==> config.mk <==
export PLATFORM = sky130hd
export DESIGN_NAME = conv3x3_stream_flat
export DESIGN_NICKNAME = d
export VERILOG_FILES = /design/src/rtl/conv3x3_stream_if.sv /design/src/rtl/conv3x3_stream.sv /design/src/flat_wrapper.sv
export SDC_FILE = /design/constraint.sdc
export NUM_CORES = 2
export LEC_CHECK = 0
export ABC_AREA = 1
export BUFFER_PORTS_ARGS = -buffer_cell sky130_fd_sc_hd__buf_2
export CORE_UTILIZATION = 38
export DETAILED_ROUTE_END_ITERATION = 10
export GPL_ROUTABILITY_DRIVEN = 0
export PLACE_DENSITY = 0.59
export SLEW_MARGIN = 10
export SYNTH_ARGS = -nofsm -noshare
export SYNTH_HDL_FRONTEND = slang
export SYNTH_SLANG_ARGS = --single-unit
==> constraint.sdc <==
create_clock -name clk -period 6.1 [get_ports clk]
set_input_delay 0.915 -clock clk [delete_from_list [all_inputs] [get_ports clk]]
set_output_delay 0.915 -clock clk [all_outputs]
set_load 0.01 [all_outputs]
==> src/rtl/conv3x3_stream_if.sv <==
// Valid/ready streaming bundle for the 3x3 convolution engine: window beats in,
// result pixels out, plus the custom-coefficient write port.
interface conv3x3_stream_if #(
  parameter int PIX_W  = 8,
  parameter int COEF_W = 8
);
  logic                   in_valid;
  logic                   in_ready;
  logic [9*PIX_W-1:0]     in_window;
  logic [1:0]             kernel_sel;
  logic [3:0]             shift;
  logic                   abs_mode;
  logic                   cfg_we;
  logic [3:0]             cfg_addr;
  logic [COEF_W-1:0]      cfg_data;
  logic                   out_valid;
  logic                   out_ready;
  logic [PIX_W-1:0]       out_pixel;

  modport slave (
    input  in_valid, in_window, kernel_sel, shift, abs_mode,
    input  cfg_we, cfg_addr, cfg_data, out_ready,
    output in_ready, out_valid, out_pixel
  );

  modport master (
    output in_valid, in_window, kernel_sel, shift, abs_mode,
    output cfg_we, cfg_addr, cfg_data, out_ready,
    input  in_ready, out_valid, out_pixel
  );
endinterface

==> src/rtl/conv3x3_stream.sv <==
// Three-stage pipelined 3x3 convolver: products, sum, magnitude/shift/saturate,
// with fixed and loadable kernels and a single global advance for backpressure.

module conv3x3_coef_rf #(
  parameter int COEF_W = 8
) (
  input  logic                  clk,
  input  logic                  resetn,
  input  logic                  we,
  input  logic [3:0]            addr,
  input  logic [COEF_W-1:0]     data,
  output logic [9*COEF_W-1:0]   coef_flat
);
  // Resets to the identity kernel; addresses 9..15 decode to nothing.
  always_ff @(posedge clk) begin
    if (!resetn) begin
      for (int k = 0; k < 9; k++) begin
        coef_flat[k*COEF_W +: COEF_W] <= (k == 4) ? COEF_W'(1) : '0;
      end
    end else begin
      for (int k = 0; k < 9; k++) begin
        if (we && (addr == 4'(k))) begin
          coef_flat[k*COEF_W +: COEF_W] <= data;
        end
      end
    end
  end
endmodule

module conv3x3_stream #(
  parameter int PIX_W  = 8,
  parameter int COEF_W = 8,
  parameter int ACC_W  = PIX_W + COEF_W + 4
) (
  input  logic             clk,
  input  logic             resetn,
  conv3x3_stream_if.slave  bus
);
  localparam int PROD_W = PIX_W + COEF_W + 1;
  localparam int SOBX [9] = '{-1, 0, 1, -2, 0, 2, -1, 0, 1};
  localparam int SOBY [9] = '{-1, -2, -1, 0, 0, 0, 1, 2, 1};

  logic                     en;
  logic                     accept;
  logic [9*COEF_W-1:0]      cust;
  logic signed [COEF_W-1:0] kc [9];
  logic signed [PROD_W-1:0] px_e [9];
  logic signed [PROD_W-1:0] cf_e [9];
  logic signed [PROD_W-1:0] prod_d [9];

  logic                     v1;
  logic signed [PROD_W-1:0] prod_q [9];
  logic [3:0]               sh1;
  logic                     ab1;

  logic                     v2;
  logic signed [ACC_W-1:0]  sum_d;
  logic signed [ACC_W-1:0]  sum_q;
  logic [3:0]               sh2;
  logic                     ab2;

  logic                     v3;
  logic [ACC_W-1:0]         mag;
  logic [ACC_W-1:0]         shifted;
  logic [PIX_W-1:0]         pix_d;
  logic [PIX_W-1:0]         pix_q;

  conv3x3_coef_rf #(.COEF_W(COEF_W)) u_coef_rf (
    .clk       (clk),
    .resetn    (resetn),
    .we        (bus.cfg_we),
    .addr      (bus.cfg_addr),
    .data      (bus.cfg_data),
    .coef_flat (cust)
  );

  // Every stage moves together; a full output register with no taker freezes all.
  assign en           = !v3 || bus.out_ready;
  assign accept       = bus.in_valid && en;
  assign bus.in_ready = en;

  always_comb begin
    for (int k = 0; k < 9; k++) begin
      kc[k] = '0;
      unique case (bus.kernel_sel)
        2'b00: kc[k] = cust[k*COEF_W +: COEF_W];
        2'b01: kc[k] = COEF_W'(SOBX[k]);
        2'b10: kc[k] = COEF_W'(SOBY[k]);
        2'b11: kc[k] = COEF_W'(1);
        default: kc[k] = '0;
      endcase
    end
  end

  always_comb begin
    for (int k = 0; k < 9; k++) begin
      px_e[k]   = PROD_W'({1'b0, bus.in_window[k*PIX_W +: PIX_W]});
      cf_e[k]   = PROD_W'(kc[k]);
      prod_d[k] = px_e[k] * cf_e[k];
    end
  end

  always_ff @(posedge clk) begin
    if (!resetn) begin
      v1  <= 1'b0;
      sh1 <= '0;
      ab1 <= 1'b0;
      for (int k = 0; k < 9; k++) prod_q[k] <= '0;
    end else if (en) begin
      v1 <= accept;
      if (accept) begin
        sh1 <= bus.shift;
        ab1 <= bus.abs_mode;
        for (int k = 0; k < 9; k++) prod_q[k] <= prod_d[k];
      end
    end
  end

  always_comb begin
    sum_d = '0;
    for (int k = 0; k < 9; k++) begin
      sum_d = sum_d + ACC_W'(prod_q[k]);
    end
  end

  always_ff @(posedge clk) begin
    if (!resetn) begin
      v2    <= 1'b0;
      sum_q <= '0;
      sh2   <= '0;
      ab2   <= 1'b0;
    end else if (en) begin
      v2 <= v1;
      if (v1) begin
        sum_q <= sum_d;
        sh2   <= sh1;
        ab2   <= ab1;
      end
    end
  end

  always_comb begin
    mag = $unsigned(sum_q);
    if (sum_q < 0) begin
      mag = ab2 ? $unsigned(-sum_q) : '0;
    end
    shifted = mag >> sh2;
    pix_d   = (|shifted[ACC_W-1:PIX_W]) ? '1 : shifted[PIX_W-1:0];
  end

  // The output register only loads real results, so it holds during stalls and bubbles.
  always_ff @(posedge clk) begin
    if (!resetn) begin
      v3    <= 1'b0;
      pix_q <= '0;
    end else if (en) begin
      v3 <= v2;
      if (v2) pix_q <= pix_d;
    end
  end

  assign bus.out_valid = v3;
  assign bus.out_pixel = pix_q;
endmodule

==> src/flat_wrapper.sv <==
// flat-port wrapper written by rule: the top's interface ports become plain ports
module conv3x3_stream_flat 
#(
  parameter int PIX_W  = 8,
  parameter int COEF_W = 8,
  parameter int ACC_W  = PIX_W + COEF_W + 4
)
  (clk, resetn, bus_in_valid, bus_in_window, bus_kernel_sel, bus_shift, bus_abs_mode, bus_cfg_we, bus_cfg_addr, bus_cfg_data, bus_out_ready, bus_in_ready, bus_out_valid, bus_out_pixel);
  conv3x3_stream_if #(.PIX_W(PIX_W), .COEF_W(COEF_W)) bus_i ();
  input  logic clk;
  input  logic resetn;
  input wire logic [$bits(bus_i.in_valid)-1:0] bus_in_valid;
  input wire logic [$bits(bus_i.in_window)-1:0] bus_in_window;
  input wire logic [$bits(bus_i.kernel_sel)-1:0] bus_kernel_sel;
  input wire logic [$bits(bus_i.shift)-1:0] bus_shift;
  input wire logic [$bits(bus_i.abs_mode)-1:0] bus_abs_mode;
  input wire logic [$bits(bus_i.cfg_we)-1:0] bus_cfg_we;
  input wire logic [$bits(bus_i.cfg_addr)-1:0] bus_cfg_addr;
  input wire logic [$bits(bus_i.cfg_data)-1:0] bus_cfg_data;
  input wire logic [$bits(bus_i.out_ready)-1:0] bus_out_ready;
  output wire logic [$bits(bus_i.in_ready)-1:0] bus_in_ready;
  output wire logic [$bits(bus_i.out_valid)-1:0] bus_out_valid;
  output wire logic [$bits(bus_i.out_pixel)-1:0] bus_out_pixel;
  assign bus_i.in_valid = bus_in_valid;
  assign bus_i.in_window = bus_in_window;
  assign bus_i.kernel_sel = bus_kernel_sel;
  assign bus_i.shift = bus_shift;
  assign bus_i.abs_mode = bus_abs_mode;
  assign bus_i.cfg_we = bus_cfg_we;
  assign bus_i.cfg_addr = bus_cfg_addr;
  assign bus_i.cfg_data = bus_cfg_data;
  assign bus_i.out_ready = bus_out_ready;
  assign bus_in_ready = bus_i.in_ready;
  assign bus_out_valid = bus_i.out_valid;
  assign bus_out_pixel = bus_i.out_pixel;
  conv3x3_stream #(.PIX_W(PIX_W), .COEF_W(COEF_W), .ACC_W(ACC_W)) u_core (.clk(clk), .resetn(resetn), .bus(bus_i));
endmodule
==> qor.yml <==
highest_layer: "met5"
vias_per_cell: 4.82
crit_family: "adder cells"
whs_ns: 0.443
slowest_stage: "fa_1"
r2r_start: "u_core.prod_q[0][37]$_SDFFCE_PN0P_"
cts_tree: "yes"
netlist_top_cells_area: "fa_1 26%, ha_1 16%, edfxtp_1 13%"
pre_cts_ws_ns: -0.359
avgSynthCellArea_um2: 8.19
antenna_found_initial: 7
violations: "DRC, setup timing"
yosys_register_bits: 266
finalSetupViolCount: 2
p_leak_nw: 20.7
initial_utilization_pct: 38.5
synthDistinctLibCells: 50
outcome: "finished with violations"
rows: 109
grt_pass1_vias: 27600
powerDensity_nw_per_um2: 548
fin_cells: 5714
async_flop_share_pct: 0
grt_max_degree: 147
io_pins: 106
endpoint_kind: "flip-flop"
synth_top_area_cell: "fa_1"
finalMaxSlewViolations: 0
hold_viol: 0
diodes: 0
power_mw: 21.6
yosysSeqAreaShare_pct: 20.1
min_period_ns: 6.10
tightest_slew_ns: 1.06
r2r_end: "u_core.sum_q[19]$_SDFFE_PN0P_"
overflow: 0
crit_path_max_incr_delay_ns: 0.54
cp_common_cell: "fa_1"
route.detailed.drc: 6
io_buffers: 105
path_class: "reg -> reg"
vias: 27500
vdd_drop_max_v: 0.00124
syn_inst: 4160
grt_pass1_wl_um: 146000
startpoint_type: "flip-flop"
dr_wl_met3_um: 5350
clk_pin_slew_ns: 0.06
dp_hpwl_um: 74500
grt_setup_unrepaired: "yes"
die_w_um: 301
drt_wl_total_um: 90100
rrSetupSlack_ns: -0.004
synth_flop_cell: "edfxtp_1"
dpl-instance-area_um2: 37900
worstPathArrival_ns: 6.55
fin_ws_ns: -0.00367
yosysWarnings: 0
drv_cap: 0
dr.pass1.iters: 9
synth_top_area_share_pct: 25.9
nets: 5490
tns_ns: -0.00445
cp.required_ns: 6.55
hold_path_depth: 2
synth_edf_count: 153
fmax_ghz: 0.164
min_to: "u_core.u_coef_rf.coef_flat[29]$_SDFFE_PN0P_"
final_cell_area_um2: 39300
min_period_over_period_pct: 100
min_from: "u_core.u_coef_rf.coef_flat[29]$_SDFFE_PN0P_"
cts_root_buffer: "clkbuf_16"
drive_gt1_share_pct: 12.1
antenna_left: 0
holdCritPathClass: "reg -> reg"
drtIter0Drc: 1793
grtUsageTotal_pct: 20.4
dp.cells: 5647
core_area_um2: 88500
die_h_um: 301
clock_sinks: 266
dr_wl_met2_um: 40600
wire_per_inst_um: 15.8
design.die.area_um2: 90800
syn_area_um2: 34100
htree_num_levels: 2
critPathBufInv: 5
clockBufferDepth: 3
syn_nets: 5127
critPathMaxFanout: 4
slew_headroom_pct: 29.1
reg2reg_depth: 28
worstSkewPairLatency_ns: 0.58
cts_buffers: 34
fin_util_pct: 44.4
synthToLayoutAreaGrowth_pct: 15.5
fin_skew_ns: 0.0253
m1WireLength_um: 41800
## repair_timing
item / in CTS / in global routing
buffers inserted: 3 / 4
pin swaps: 15 / 33
hold buffers: 0 / 0
resized for setup: 18 / 58
endpoints found under the hold margin: 0 / 0
endpoints found under the setup margin: 4 / 18
## cells by family after synthesis
logic type               share of synthesized area [%]
adder cells (fa/ha/maj)                           41.7
buffers and inverters                             11.5
multiplexers                                    0.0882
flip-flops                                        20.1
AO/OA/AOI/OAI                                     9.54
XOR/XNOR                                          1.21
AND/OR/NAND/NOR                                   15.8
## metal layers
metal / track usage (%) / up-vias
li1: - / 13700
met1: 28.2 / 13100
met2: 32.9 / 605
met3: 3.62 / 118
met4: 5.02 / 10
met5: 0 / -
## report_power, final
| group | total, mW | internal, mW | switching, mW |
|---|---|---|---|
| Sequential | 2.37 | 2.16 | 0.217 |
| Combinational | 17.2 | 7.96 | 9.21 |
| Clock | 2.01 | 1.13 | 0.881 |
| Total | 21.6 | 11.2 | 10.3 |
## cell usage in the layout, fill, tap and decap left out, drive strengths merged, types with 4 or more instances in the layout
cell      count
inv         954
nor2        644
nand2       517
fa          441
ha          430
buf         395
o21ai       302
a21oi       254
edfxtp      153
nand3       126
dfxtp       113
clkbuf       40
xor2         28
o21bai       21
xnor2        19
clkinv       19
nor3         14
or2          14
a21o         11
nand4        10
o21a          7
o211ai        7
clkinvlp      4
## worst max path at each step
stage                                          endpoint  slack (ns)  depth (start not counted)                               start
global placement    u_core.prod_q[0][152]$_SDFFCE_PN0P_       -0.40                         22                   bus_kernel_sel[0]
detailed placement  u_core.prod_q[0][152]$_SDFFCE_PN0P_       -0.36                         22                   bus_kernel_sel[0]
CTS                       u_core.sum_q[19]$_SDFFE_PN0P_        0.02                         27  u_core.prod_q[0][37]$_SDFFCE_PN0P_
global route              u_core.sum_q[17]$_SDFFE_PN0P_       -0.38                         33   u_core.prod_q[0][1]$_SDFFCE_PN0P_
floorplan                 u_core.sum_q[19]$_SDFFE_PN0P_        0.04                         32  u_core.prod_q[0][18]$_SDFFCE_PN0P_
finish                    u_core.sum_q[19]$_SDFFE_PN0P_      -0.004                         28  u_core.prod_q[0][37]$_SDFFCE_PN0P_
## state kept, by name (all words and copies together), names as in the netlist
register                    cells
u_core.sh2                      4
u_core.prod_q                 153
u_core.sh1                      4
u_core.bus.out_valid            1
u_core.u_coef_rf.coef_flat     72
u_core.bus.out_pixel            8
u_core.ab2                      1
u_core.sum_q                   20
u_core.v1                       1
u_core.ab1                      1
u_core.v2                       1
## Yosys cell counts (6+ instances only)
| master | number |
|---|---|
| a21o_1 | 11 |
| a21oi_1 | 254 |
| buf_1 | 10 |
| buf_2 | 6 |
| clkbuf_1 | 42 |
| dfxtp_1 | 113 |
| edfxtp_1 | 153 |
| fa_1 | 441 |
| ha_1 | 430 |
| inv_1 | 950 |
| nand2_1 | 510 |
| nand3_1 | 115 |
| nand3_2 | 10 |
| nand4_1 | 10 |
| nor2_1 | 633 |
| nor2_2 | 9 |
| nor3_1 | 14 |
| o211ai_1 | 7 |
| o21a_1 | 7 |
| o21ai_0 | 275 |
| o21ai_1 | 26 |
| o21bai_1 | 21 |
| or2_2 | 13 |
| xnor2_1 | 19 |
| xor2_1 | 28 |
## worst reg2reg max path: cells and delay by family, from the launching register on
kind	cells	cell delay [ns]
buffers and inverters	5	0.53
xor gates and xnor gates	1	0.16
and+or+nand+nor	5	0.38
adders and majority gates	7	3.05
DFF	1	0.39
AOI/OAI and AO/OA	10	1.47
## cell type report
class                      count  area, µm²
tap                         1165       1460
timing repair buffer         395       2740
fill                        8744      49200
sequential                   266       6860
inverter                     957       3600
multi-input combinational   2869      23600
clock buffer                  40        873
clock inverter                22        219
Note: power is estimated with default switching activity, not from simulation.
